===== src/rtl/multi_slow_clock.sv =====
// Multi-channel clock divider / tick generator. Each channel produces a registered
// square-wave enable and a one-cycle terminal-count tick in the clkIn domain.
module multi_slow_clock #(
  parameter int NUM_CH      = 2,
  parameter int CNT_WIDTH   = 32,
  parameter int DEFAULT_DIV = 25000000
) (
  input  logic                 clkIn,
  input  logic                 reset,
  input  logic [NUM_CH-1:0]    enable,
  input  logic                 syncAll,
  input  logic                 divLoad,
  input  logic [2:0]           divSel,
  input  logic [CNT_WIDTH-1:0] divValue,
  output logic [NUM_CH-1:0]    clkOut,
  output logic [NUM_CH-1:0]    tick,
  output logic [NUM_CH-1:0]    pendingLoad
);

  localparam logic [CNT_WIDTH-1:0] DEF_DIV = CNT_WIDTH'(DEFAULT_DIV);

  genvar gi;
  generate
    for (gi = 0; gi < NUM_CH; gi++) begin : g_ch
      logic [CNT_WIDTH-1:0] counter_q, counter_d;
      logic [CNT_WIDTH-1:0] active_q, active_d;
      logic [CNT_WIDTH-1:0] shadow_q, shadow_d;
      logic                 pend_q, pend_d;
      logic                 clk_q, clk_d;
      logic                 tick_q, tick_d;
      logic                 load_hit;

      // Out-of-range divSel never matches any channel, so those loads vanish.
      assign load_hit = divLoad && (divSel == 3'(gi));

      always_comb begin
        counter_d = counter_q;
        active_d  = active_q;
        shadow_d  = shadow_q;
        pend_d    = pend_q;
        clk_d     = clk_q;
        tick_d    = 1'b0;
        if (syncAll) begin
          counter_d = '0;
          clk_d     = 1'b0;
          // A same-edge load is captured first, then applied with the realignment.
          if (load_hit) begin
            shadow_d = divValue;
            active_d = divValue;
            pend_d   = 1'b0;
          end else if (pend_q) begin
            active_d = shadow_q;
            pend_d   = 1'b0;
          end
        end else if (!enable[gi]) begin
          counter_d = '0;
          if (pend_q) begin
            active_d = shadow_q;
            pend_d   = 1'b0;
          end
          if (load_hit) begin
            shadow_d = divValue;
            pend_d   = 1'b1;
          end
        end else begin
          if (counter_q == active_q) begin
            counter_d = '0;
            tick_d    = 1'b1;
            clk_d     = ~clk_q;
            if (pend_q) begin
              active_d = shadow_q;
              pend_d   = 1'b0;
            end
          end else begin
            counter_d = counter_q + 1'b1;
          end
          // Applied after the terminal so a coincident load waits for the next one.
          if (load_hit) begin
            shadow_d = divValue;
            pend_d   = 1'b1;
          end
        end
      end

      always_ff @(posedge clkIn) begin
        if (reset) begin
          counter_q <= '0;
          active_q  <= DEF_DIV;
          shadow_q  <= DEF_DIV;
          pend_q    <= 1'b0;
          clk_q     <= 1'b0;
          tick_q    <= 1'b0;
        end else begin
          counter_q <= counter_d;
          active_q  <= active_d;
          shadow_q  <= shadow_d;
          pend_q    <= pend_d;
          clk_q     <= clk_d;
          tick_q    <= tick_d;
        end
      end

      assign clkOut[gi]      = clk_q;
      assign tick[gi]        = tick_q;
      assign pendingLoad[gi] = pend_q;
    end
  endgenerate

endmodule

===== config.mk =====
export PLATFORM = sky130hd
export DESIGN_NAME = multi_slow_clock
export DESIGN_NICKNAME = d
export VERILOG_FILES = /design/src/rtl/multi_slow_clock.sv
export SDC_FILE = /design/constraint.sdc
export NUM_CORES = 1
export LEC_CHECK = 0
export CAP_MARGIN = 20
export CORE_MARGIN = 2
export CORE_UTILIZATION = 63
export CTS_BUF_LIST = sky130_fd_sc_hd__clkbuf_4 sky130_fd_sc_hd__clkbuf_8
export DETAILED_ROUTE_END_ITERATION = 10
export PLACE_DENSITY = 0.83
export SLEW_MARGIN = 20
export SYNTH_ARGS = -nofsm -noshare
export SYNTH_HDL_FRONTEND = slang
export SYNTH_SLANG_ARGS = --single-unit

===== constraint.sdc =====
create_clock -name clkIn -period 2 [get_ports clkIn]
set_input_delay 0.2 -clock clkIn [delete_from_list [all_inputs] [get_ports clkIn]]
set_output_delay 0.2 -clock clkIn [all_outputs]
set_load 0.01 [all_outputs]

* Yosys cells after proc, flatten, opt, wreduce, memory -nomap -nowiden
Index checks and enable logic that the tools add are counted.
** Storage, ports and cells
- Flip-flop bits (word level) :: 198
- Output and inout bits :: 6
- Word-level logic and storage cells :: 55
** Cells by class
- $add $sub $neg :: 2
- Equality and inequality tests :: 7
- Mux-type cells :: 20
- Bitwise gates (word level) :: 4
- Reduce and logical (&&, ||, !) cells :: 10
** Operators by type and width (count)
- two-way mux 32 bit :: 10
- adder 32 x 1 -> 32 bit, second input constant :: 2
- == test 32 bit :: 2
- inequality test 3 x 1 -> 1 bit, second input constant :: 4
- two-way mux 1 bit :: 10
- OR reduction 4 bit :: 2
- OR reduction 3 bit :: 2
- NOT 1 bit :: 4
- AND reduction 2 bit :: 2
- == test 3 x 1 -> 1 bit, second input constant :: 1
- zero test 3 bit :: 1
- logical AND 1 bit :: 2
- OR reduction 2 bit :: 1

* Logic depth before layout (Yosys ltp)
Gate-level depths: netlist of run 1.
- Depth after elaboration :: 4
- Gate-level depth with buffers :: 8

* Worst setup path before layout of run 1
OpenSTA, ideal clock, no wires.
- Path type :: register to register
- Start point :: reg g_ch[1].counter_q[0]
- End point :: reg g_ch[1].counter_q[28]
- Library setup time :: 0.115 ns
- Data arrival time :: 1.625 ns
- Required time :: 1.885 ns
- Setup slack :: 0.260 ns
- Stages on the path, launching flop included :: 7
- Buffers on the path :: 0
- Period minus slack after synthesis :: 1.740 ns
- Cell sequence :: dfxtp_1 ha_1 nand3_1 nor4_4 nand4b_1 xnor2_1 and2_1
** Between the ends
- Word-level cells in the longest chain between the ends :: 2
- Elaborated cells on any way between the ends :: 3
- Classes of those cells :: 1 x add/sub; 1 x eq/ne; 1 x reduce/logical
** RTL lines
- start: declaration :: RTL line 25 : logic [CNT_WIDTH-1:0] counter_q, counter_d;
- start signal: assignment :: RTL line 94 : counter_q <= counter_d;
- branches (longest 2 deep; another with adder 32 x 1 -> 32 bit)
Parallel ways; which one is timed is not known.
A chain may end at the register's enable or synchronous reset.

* Worst setup path in the final report of run 1
- Start point :: reg g_ch[1].counter_q[2]
- End point :: reg g_ch[1].counter_q[31]
The elaborated chain is that of the path after synthesis.

==> flow_summary_export.csv, run 1 <==
group,metric,value,unit
sta,max_freq,521.0,MHz
die,io_pins,47,
clock_tree,clk_latency,0.48,ns
pwr,internal_power,5.607,mW
pwr,vdd_drop_max,0.6258,mV
yosys,synth.area.top_cells,"dfxtp_1, mux2i_1, xnor2_1",
yosys,yosysWarnings,0,
yosys,synth_cell_type_count,47,
clock_tree,clockBufferDepth,2,
sta,fin_setup_tns,0,ns
pwr,p_leak,3.878,nW
yosys,synth_edf_count,0,
die,die_y,131.2,um
global_routing,antenna_found_initial,0,
yosys,synthAdderAreaFrac,0.2456,%
routing,vias,8114,
sta,slew_headroom,70.61,%
yosys,syn_area,0.01019,mm2
yosys,ys.flop_type,"dfxtp_1",
finish,seqCellArea,0.003973,mm2
yosys,synth_compound_area_share,8.731,%
sta,worst_pin_slew,0.4408,ns
worst_setup_path,worstPathMaxFanout,32,
yosys,avgSynthCellArea,8.922,um2
routing,wl_met1,10.69,mm
pwr,switchingPower,1.789,mW
yosys,synthXorXnorAreaFrac,10.32,%
routing,first_pass_iters,5,
global_routing,grt-ovfl-total,0,
routing,ant_nets,0,
routing,drc,0,
worst_setup_path,cp-end-kind,"register",
sta,finClkSkew,0.01489,ns
place,place_area,0.01107,mm2
finish,syn_to_final_growth,12.97,%
routing,wl_per_cell,17.03,um
routing,top_layer_used,"met4",
global_routing,grt_pass1_wl,39.00,mm
place,place_hpwl,16.67,mm
sta,rsz0062_at_grt,"no",
clock_tree,htreeDepth,4,
finish,multiInputGateArea,0.005817,mm2
finish,drive_above_1_share,9.383,%
worst_setup_path,cp.arrival,2.28,ns
yosys,synth_top_family_by_area,"simple AND/OR/NAND/NOR gates",
die,die_w,131.2,um
worst_setup_path,cp-start-kind,"register",
place,io_buffer_count,46,
pwr,p_per_area,642.5,mW/mm2
global_routing,grt_pass1_vias,7797,
clock_tree,cts_tree,"yes",
finish,num-nets-final,1213,
clock_tree,cts_root_buf,"clkbuf_8",
finish,fillCellCount,1190,
sta,finalSetupViolCount,0,
clock_tree,numCtsBuffers,17,
clock_tree,cts_num_sinks,198,
finish,fin_area,0.01151,mm2
global_routing,grt_start_max_net_pins,81,
routing,routed_wl,23.83,mm
worst_setup_path,cp.required,2.36,ns
routing,drt_iter0_drc,659,
yosys,synth_seq_cells,198,
global_routing,grt_usage,27.85,%
hold_path,hp-class,"in -> reg",
worst_setup_path,path_class,"reg -> reg",
sta,finalHoldViolations,0,
routing,wl_met2,11.34,mm
status,status,"completed",
die,start_util,64.37,%
pwr,seq_power_share,54.9,%
die,placeableCoreArea,0.01583,mm2
yosys,synth_mux_area_share,12.77,%
yosys,synth-async-reset-ratio,0,%
routing,met3_length,986,um
pwr,p_comb_share,8.0,%
pwr,switching_share,24.19,%
die,fp.dieArea,0.01721,mm2
die,rows,46,
clock_tree,hold_buffers,0,
yosys,synth_top_area_share,38.90,%
yosys,syn-num-nets,1185,
clock_tree,cts.reportedPaths.clkPinSlew,0.09,ns
finish,antenna_cells,0,
yosys,synth_cells,1142,
flow_run,max_cap_viol_count,0,
sta,min_period,1.920,ns
yosys,yosysSeqAreaShare,38.90,%
sta,fin_crit_sh,95.98,%
routing,vias_per_cell,5.800,
sta,slew_violations,0,
place,place_congestion,0.8632,
yosys,synth_top_cell_by_area,"dfxtp_1",
worst_setup_path,r2r_setup_slack,0.08,ns
pwr,clock_power_share,37.2,%
yosys,synthSimpleGateAreaFrac,24.77,%
## flip-flops by register name, summed over array words and instances (netlist names)
name / count
g_ch.counter_q: 64
g_ch.shadow_q: 64
g_ch.pend_q: 2
g_ch.tick_q: 2
g_ch.active_q: 64
g_ch.clk_q: 2
## cell usage in the layout, fill, tap and decap left out, types with 3 or more instances in the layout
master | Yosys | layout
a211o_1 | 41 | 41
a211oi_1 | 24 | 24
a211oi_2 | 4 | 3
a21oi_1 | 42 | 42
and2_1 | 36 | 36
and3_1 | 8 | 8
and4_1 | 6 | 6
buf_12 | 0 | 14
buf_4 | 9 | 35
bufinv_16 | 0 | 3
clkbuf_8 | 0 | 19
clkdlybuf4s50_1 | 0 | 45
clkinv_4 | 0 | 4
dfxtp_1 | 198 | 191
dfxtp_2 | 0 | 7
inv_1 | 5 | 5
mux2i_1 | 130 | 130
nand2_1 | 147 | 147
nand2b_1 | 40 | 40
nand3_1 | 23 | 23
nand3b_1 | 25 | 25
nand4_1 | 36 | 36
nand4b_1 | 3 | 3
nor2_1 | 94 | 94
nor2b_1 | 6 | 6
nor3_1 | 32 | 32
nor4_4 | 4 | 4
o21ai_0 | 4 | 4
or3_1 | 6 | 6
xnor2_1 | 87 | 87
xor2_1 | 33 | 33
## power by group through the flow
stage / Sequential [mW] / Combinational [mW] / Clock (mW)
after global placement: 4.15 / 0.572 / 0
after detailed placement: 4.15 / 0.582 / 0
after CTS: 4.06 / 0.584 / 2.79
after floorplan: 4.13 / 0.346 / 0
final: 4.06 / 0.589 / 2.75
after global routing: 4.07 / 0.629 / 2.94
## final timing paths
kind	start	to	cells after the start
max	g_ch[1].counter_q[2]$_SDFF_PP0_	g_ch[1].counter_q[31]$_SDFF_PP0_	7
min	reset	g_ch[0].active_q[21]$_SDFFE_PP1P_	3
max reg2reg	g_ch[1].counter_q[2]$_SDFF_PP0_	g_ch[1].counter_q[31]$_SDFF_PP0_	7
min reg2reg	g_ch[1].shadow_q[26]$_SDFFE_PP0P_	g_ch[1].shadow_q[26]$_SDFFE_PP0P_	2
## cells by family after synthesis
kind of cell	after synthesis
buffers and inverters	91
AND/OR/NAND/NOR	481
multiplexers	130
XOR/XNOR	120
AO/OA/AOI/OAI	120
adder cells (fa/ha/maj)	2
flip-flops	198
## worst max-delay path, cell delays in order (launching register included)
cell and delay, ns:
dfxtp_1 0.48, xnor2_1 0.18, nand4_1 0.17, nor4_4 0.33, buf_4 0.20, a2111oi_4 0.09
buf_12 0.18, a21boi_2 0.15
## layout make-up
cell class	count	area share [%]
sequential	198	34.51
clock buffer	21	2.402
clock inverter	11	1.304
timing repair buffer	95	8.729
inverter	5	0.1631
tap	216	2.348
multi-input combinational	853	50.54
## what timing repair did
action | in CTS | in global routing
setup buffers | 0 | 0
gates resized for setup | 0 | 6
endpoints found under the setup margin | 0 | 6
## Yosys cell counts, types with 9 or more instances
master / number
dfxtp_1: 198
nand2_1: 147
mux2i_1: 130
nor2_1: 94
xnor2_1: 87
clkbuf_1: 50
a21oi_1: 42
a211o_1: 41
nand2b_1: 40
and2_1: 36
nand4_1: 36
xor2_1: 33
nor3_1: 32
nand3b_1: 25
a211oi_1: 24
nand3_1: 23
buf_2: 17
buf_4: 9
## routing by layer
layer,GRT usage (%),vias up
met5,0,-
met4,12.08,0
met3,4.938,50
met2,45.47,198
met1,36.35,3880
li1,-,3986
## stage by stage
stage | instances | hold slack [ns] | power, mW | util, % | worst slack [ns]
after global placement | 1367 | 0.4430 | 4.718 | 69.96 | -0.07506
after CTS | 1399 | 0.1543 | 7.432 | 72.66 | 0.09243
final | 1399 | 0.1777 | 7.395 | 72.72 | 0.08044
after global routing | 1399 | 0.1771 | 7.633 | 72.72 | 0.007278
after floorplan | 1142 | 0.3208 | 4.477 | - | 0.2604
after detailed placement | 1367 | 0.4479 | 4.730 | 69.96 | -0.1432
Note: power is estimated with default switching activity, not from simulation.
==> run 2, diff against run 1 <==
GPL_TIMING_DRIVEN = 0   (was default)
==> run 2 against run 1 <==
Highest routed layer unchanged; largest cell class unchanged; clock skew decreased by 0.0054 ns; sequential power about the same; combinational power increased by 3%; clock-buffer cell count decreased by 1; the flow now finishes with violations (negative setup slack); register-to-register slack got worse by 0.09 ns; total power increased by 2.0%; hold slack improved by 0.20 ns; fmax decreased by 4.4%; first-iteration DRC count increased by 9.0%; via count increased by 5.2%.
==> flow_summary_export.csv, run 2 (same netlist as run 1, synthesis figures left out) <==
group,metric,value,unit
sta,slew_headroom,54.62,%
finish,drive_above_1_share,11.12,%
clock_tree,clockBufferDepth,2,
sta,worst_pin_slew,0.6807,ns
pwr,p_leak,3.947,nW
routing,first_pass_iters,5,
worst_setup_path,cp.arrival,2.34,ns
worst_setup_path,cp-end-kind,"register",
clock_tree,cts_tree,"yes",
sta,slew_violations,0,
routing,routed_wl,26.64,mm
flow_run,max_cap_viol_count,0,
sta,holdWs,0.3747,ns
sta,max_freq,498.2,MHz
die,fp.dieArea,0.01721,mm2
global_routing,grt_use_met2,52.51,%
global_routing,antenna_found_initial,0,
finish,reg_top3,"g_ch.active_q (64), g_ch.counter_q (64), g_ch.shadow_q (64)",
routing,drc,0,
global_routing,use_met3,4.707,%
status,violations,"negative setup slack",
global_routing,grt_pass1_vias,8340,
routing,drt_iter0_drc,718,
sta,min_period,2.007,ns
clock_tree,clk_latency,0.47,ns
global_routing,grt_usage,30.44,%
sta,finalHoldViolations,0,
die,die_y,131.2,um
finish,final_cell_mix,"dfxtp_1, nand2_1, mux2i_1",
global_routing,use_met1,37.85,%
pwr,vdd_drop_max,0.5505,mV
die,start_util,64.37,%
place,io_buffer_count,46,
sta,finClkSkew,0.009457,ns
pwr,power.total,7.546,mW
worst_setup_path,worstPathMaxFanout,10,
clock_tree,hold_buffers,0,
clock_tree,cts.reportedPaths.clkPinSlew,0.10,ns
sta,fin_crit_sh,100.4,%
place,place_hpwl,19.09,mm
hold_path,hp-class,"in -> reg",
routing,vias,8532,
status,status,"finished, violations left",
worst_setup_path,cp-start-kind,"register",
die,io_pins,47,
global_routing,grt-ovfl-total,0,
global_routing,grt_start_max_net_pins,17,
finish,fillCellCount,1175,
finish,antenna_cells,0,
sta,fin_setup_tns,-0.01849,ns
routing,vias_per_cell,5.892,
routing,ant_nets,0,
finish,num-nets-final,1262,
sta,finalSetupViolCount,4,
clock_tree,htreeDepth,4,
finish,final_common_cell,"dfxtp_1",
die,placeableCoreArea,0.01583,mm2
hold_path,worstHoldStart,"divValue[1]",
place,pre_cts_ws,-0.5654,ns
clock_tree,cts_root_buf,"clkbuf_8",
pwr,p_per_area,650.5,mW/mm2
worst_setup_path,reg2reg_from,"g_ch[0].counter_q[12]$_SDFF_PP0_",
clock_tree,numCtsBuffers,17,
finish,syn_to_final_growth,13.85,%
worst_setup_path,crit_start,"g_ch[0].counter_q[12]$_SDFF_PP0_",
die,rows,46,
clock_tree,cts_num_sinks,198,
worst_setup_path,path_class,"reg -> reg",
die,die_w,131.2,um
global_routing,top_usage_layer,"met2",
place,place_congestion,0.8523,
routing,wl_per_cell,18.40,um
worst_setup_path,cp.required,2.33,ns
sta,layout_setup_ws,-0.007324,ns
global_routing,grt_pass1_wl,42.42,mm
==> run 2: cell types whose count changed in the layout (fill, tap and decap cells not counted), sizes merged <==
cell	delta
buf	-5
clkdlybuf4s50	+1
bufinv	+1
clkbuf	+52
clkinv	-3
inv	+2
clkinvlp	+1
==> run 2: layout make-up <==
| class | count | area (um2) | area share [%] |
|---|---|---|---|
| Buffer | 85 | 432.9 | 3.732 |
| Clock buffer | 20 | 262.8 | 2.265 |
| Clock inverter | 12 | 175.2 | 1.510 |
| Inverter | 5 | 18.77 | 0.1618 |
| Multi-Input combinational cell | 853 | 5886 | 50.74 |
| Sequential cell | 198 | 3996 | 34.45 |
| Tap cell | 216 | 270.3 | 2.330 |
| Timing Repair Buffer | 59 | 558.0 | 4.811 |
==> run 2: metal layers <==
layer	wire (um)	vias to the layer above
li1	-	4074
met4	1109	0
met1	11260	4087
met5	0	-
met2	12810	293
met3	1454	78
==> run 2: final timing paths <==
check	cells past startpoint	slack [ns]	endpoint
worst min-delay path	3	0.37	g_ch[0].shadow_q[1]$_SDFFE_PP0P_
worst min register to register	2	0.46	g_ch[1].shadow_q[3]$_SDFFE_PP0P_
worst max-delay path	6	-0.007	g_ch[0].counter_q[30]$_SDFF_PP0_
worst max register to register	6	-0.007	g_ch[0].counter_q[30]$_SDFF_PP0_
==> run 2: repair_timing <==
item	CTS	global route
resized for setup	6	46
setup buffers	3	10
pin swaps	3	12
endpoints found under the setup margin	76	155
==> run 2: metrics by stage <==
step                std cells  cell area [um2]  utilization, %
floorplan                1142            10190               -
global placement         1404            10920           68.99
detailed placement       1404            10920           68.99
CTS                      1438            11390           71.98
global route             1448            11600           73.29
finish                   1448            11600           73.29
==> run 2: worst max-delay path: stages, from the launching register on <==
cell,delay [ns]
dfxtp_1,0.46
xnor2_1,0.18
nand4_1,0.20
nor4_4,0.41
a211o_1,0.29
clkbuf_4,0.26
nor3_1,0.07
==> run 2: report_power, final <==
| group | switching, mW | total [mW] | internal, mW | leakage (nW) |
|---|---|---|---|---|
| sequential | 0.0565 | 4.06 | 4.01 | 1.61 |
| clock | 1.45 | 2.88 | 1.43 | 0.216 |
| combinational | 0.350 | 0.609 | 0.259 | 2.12 |
| total | 1.86 | 7.55 | 5.69 | 3.95 |
==> variant, RTL diff (config.mk and constraints of run 1) <==
Change the parameter `CNT_WIDTH` from 32 to 16.
--- a/src/rtl/multi_slow_clock.sv
+++ b/src/rtl/multi_slow_clock.sv
@@ -3,5 +3,5 @@
 module multi_slow_clock #(
   parameter int NUM_CH      = 2,
-  parameter int CNT_WIDTH   = 32,
+  parameter int CNT_WIDTH   = 16,
   parameter int DEFAULT_DIV = 25000000
 ) (
Ports: changed (resized divValue); port bits go from 47 to 31. No check against the original RTL was run, so the function may have changed too.
==> variant against run 1 <==
Utilization up 1.2 points. Setup slack better by 0.066 ns. Sequential power down 49%. Wire length down 54%. Sequential cell count down 96. Clock skew down 0.0023 ns. Final area down 50%. Synthesized cell count down 50%. Power down 48%. Area after synthesis down 50%. Clock power down 47%. Fmax up 3.6%. Highest routed layer unchanged.
==> variant: results (changes against run 1) <==
| Metric | Value |
|---|---|
| Fillers | `586 (-51%)` |
| H-tree depth | `3 (-1)` |
| CTS Buf Count | `9 (-8)` |
| Most common library cells after synthesis | `dfxtp_1 (102), nor2_1 (81), nand2_1 (71)` |
| Port bufs | `30 (-35%)` |
| Worst skew pair latency | `0.37 ns (-0.11 ns)` |
| FF-to-FF path depth | `6 (-1)` |
| Seq/Total Area, Yosys | `0.400 (+0.0112)` |
| VDD IR max | `0.577 mV (-7.8%)` |
| R2R Setup Slk | `0.15 ns (+0.07 ns)` |
| Syn_nets | `596 (-50%)` |
| Leak | `2.08 nW (-46%)` |
| Post-DP HPWL | `7550 microns (-55%)` |
| First-pass GRT wire length | `18100 microns (-54%)` |
| Pin count of the biggest net entering global routing | `77 (-4.9%)` |
| Vias in the first global route | `3861 (-50%)` |
| Worst Setup SP | `g_ch[0].counter_q[4]` |
| First-pass iteration count of the detailed router | `4 (-1)` |
| All-layer global routing usage | `0.262 (-0.0160)` |
| Layout cells sized above 1 | `0.114 (+0.0201)` |
| Clk_skew | `0.0126 ns (-0.00232 ns)` |
| Layout net count | `619 (-49%)` |
| Top Registers | `g_ch.active_q: 32 flops, g_ch.counter_q: 32 flops, g_ch.shadow_q: 32 flops` |
| Outcome | `complete, no violations` |
| Critical path arrival | `2.10 ns (-0.18 ns)` |
| Area contributors post-synth | `dfxtp_1 (40%), mux2i_1 (11%), xor2_1 (8.4%)` |
| Post-DR wirelength/cell | `15.6 microns (-8.5%)` |
| Synth cell types | `36 (-23%)` |
| Asr flop ratio synth | `0 (unchanged)` |
| Initial DRC count | `214 (-68%)` |
| Max Fanout on Critical Path | `16 (-50%)` |
| Reg2reg end | `g_ch[0].active_q[5]` |
| Final Wtd Congestion | `0.782 (-9.4%)` |
| Vias/cell | `5.65 (-2.6%)` |
| Slew @ Worst Pin | `0.460 ns (+0.0187 ns)` |
## variant: how the worst min path moves through the flow
stage | end | depth (start not counted) | slack, ns | start
3_3_place_gp | g_ch[0].shadow_q[6] | 2 | 0.44 | g_ch[0].shadow_q[6]
4_1_cts | g_ch[0].active_q[14] | 3 | 0.30 | reset
5_1_grt | g_ch[1].shadow_q[14] | 2 | 0.32 | reset
3_5_place_dp | g_ch[0].shadow_q[2] | 2 | 0.45 | g_ch[0].shadow_q[2]
2_1_floorplan | g_ch[1].shadow_q[11] | 2 | 0.32 | divValue[11]
6_report | g_ch[1].shadow_q[13] | 2 | 0.31 | reset
## variant: cell type report
| cell class | count | area share |
|---|---|---|
| tap | 102 | 0.0222 |
| clock inverter | 3 | 0.0118 |
| multi-input combinational | 424 | 0.493 |
| clock buffer | 13 | 0.0279 |
| inverter | 6 | 0.00392 |
| sequential | 102 | 0.356 |
| timing repair buffer | 49 | 0.0850 |
## variant: power by group
part	internal [mW]	switching [mW]
clock	0.782	0.677
combinational	0.136	0.153
sequential	2.06	0.0244
## variant: worst max-delay path, cell delays in order (launching register included)
cell	delay (ns)
dfxtp_1	0.43
xor2_1	0.10
nor4_1	0.45
nand4_1	0.19
nor3b_2	0.19
buf_4	0.22
mux2i_1	0.15
## variant: repair_timing
action	4_1_cts	5_1_grt
setup endpoints to repair	0	17
hold buffers	0	0
gates resized for setup	0	1
## variant: metrics by stage
| step | cell area, sq um | TNS, ns | cells | power (mW) | worst slack [ns] |
|---|---|---|---|---|---|
| finish | 5740 | 0 | 699 | 3.83 | 0.147 |
| global route | 5740 | 0 | 699 | 3.96 | 0.0165 |
| CTS | 5730 | 0 | 699 | 3.84 | 0.0592 |
| detailed placement | 5510 | -1.57 | 683 | 2.42 | -0.203 |
| global placement | 5510 | -0.115 | 683 | 2.41 | -0.0304 |
| floorplan | 5100 | 0 | 569 | 2.30 | 0.370 |
## variant: cells by family after synthesis
logic type	count (synthesis)	synth area share
adder cells (fa/ha/maj)	2	0.00490
buffers and inverters	43	0.0471
AND/OR/NAND/NOR	238	0.230
XOR/XNOR	60	0.103
AO/OA/AOI/OAI	50	0.0652
multiplexers	74	0.150
flip-flops	102	0.400
## variant: layer usage
metal	part of all wire	global-route usage
met2	0.49	0.451
met4	0.011	0.0761
met3	0.035	0.0554
met1	0.46	0.332
met5	0	0
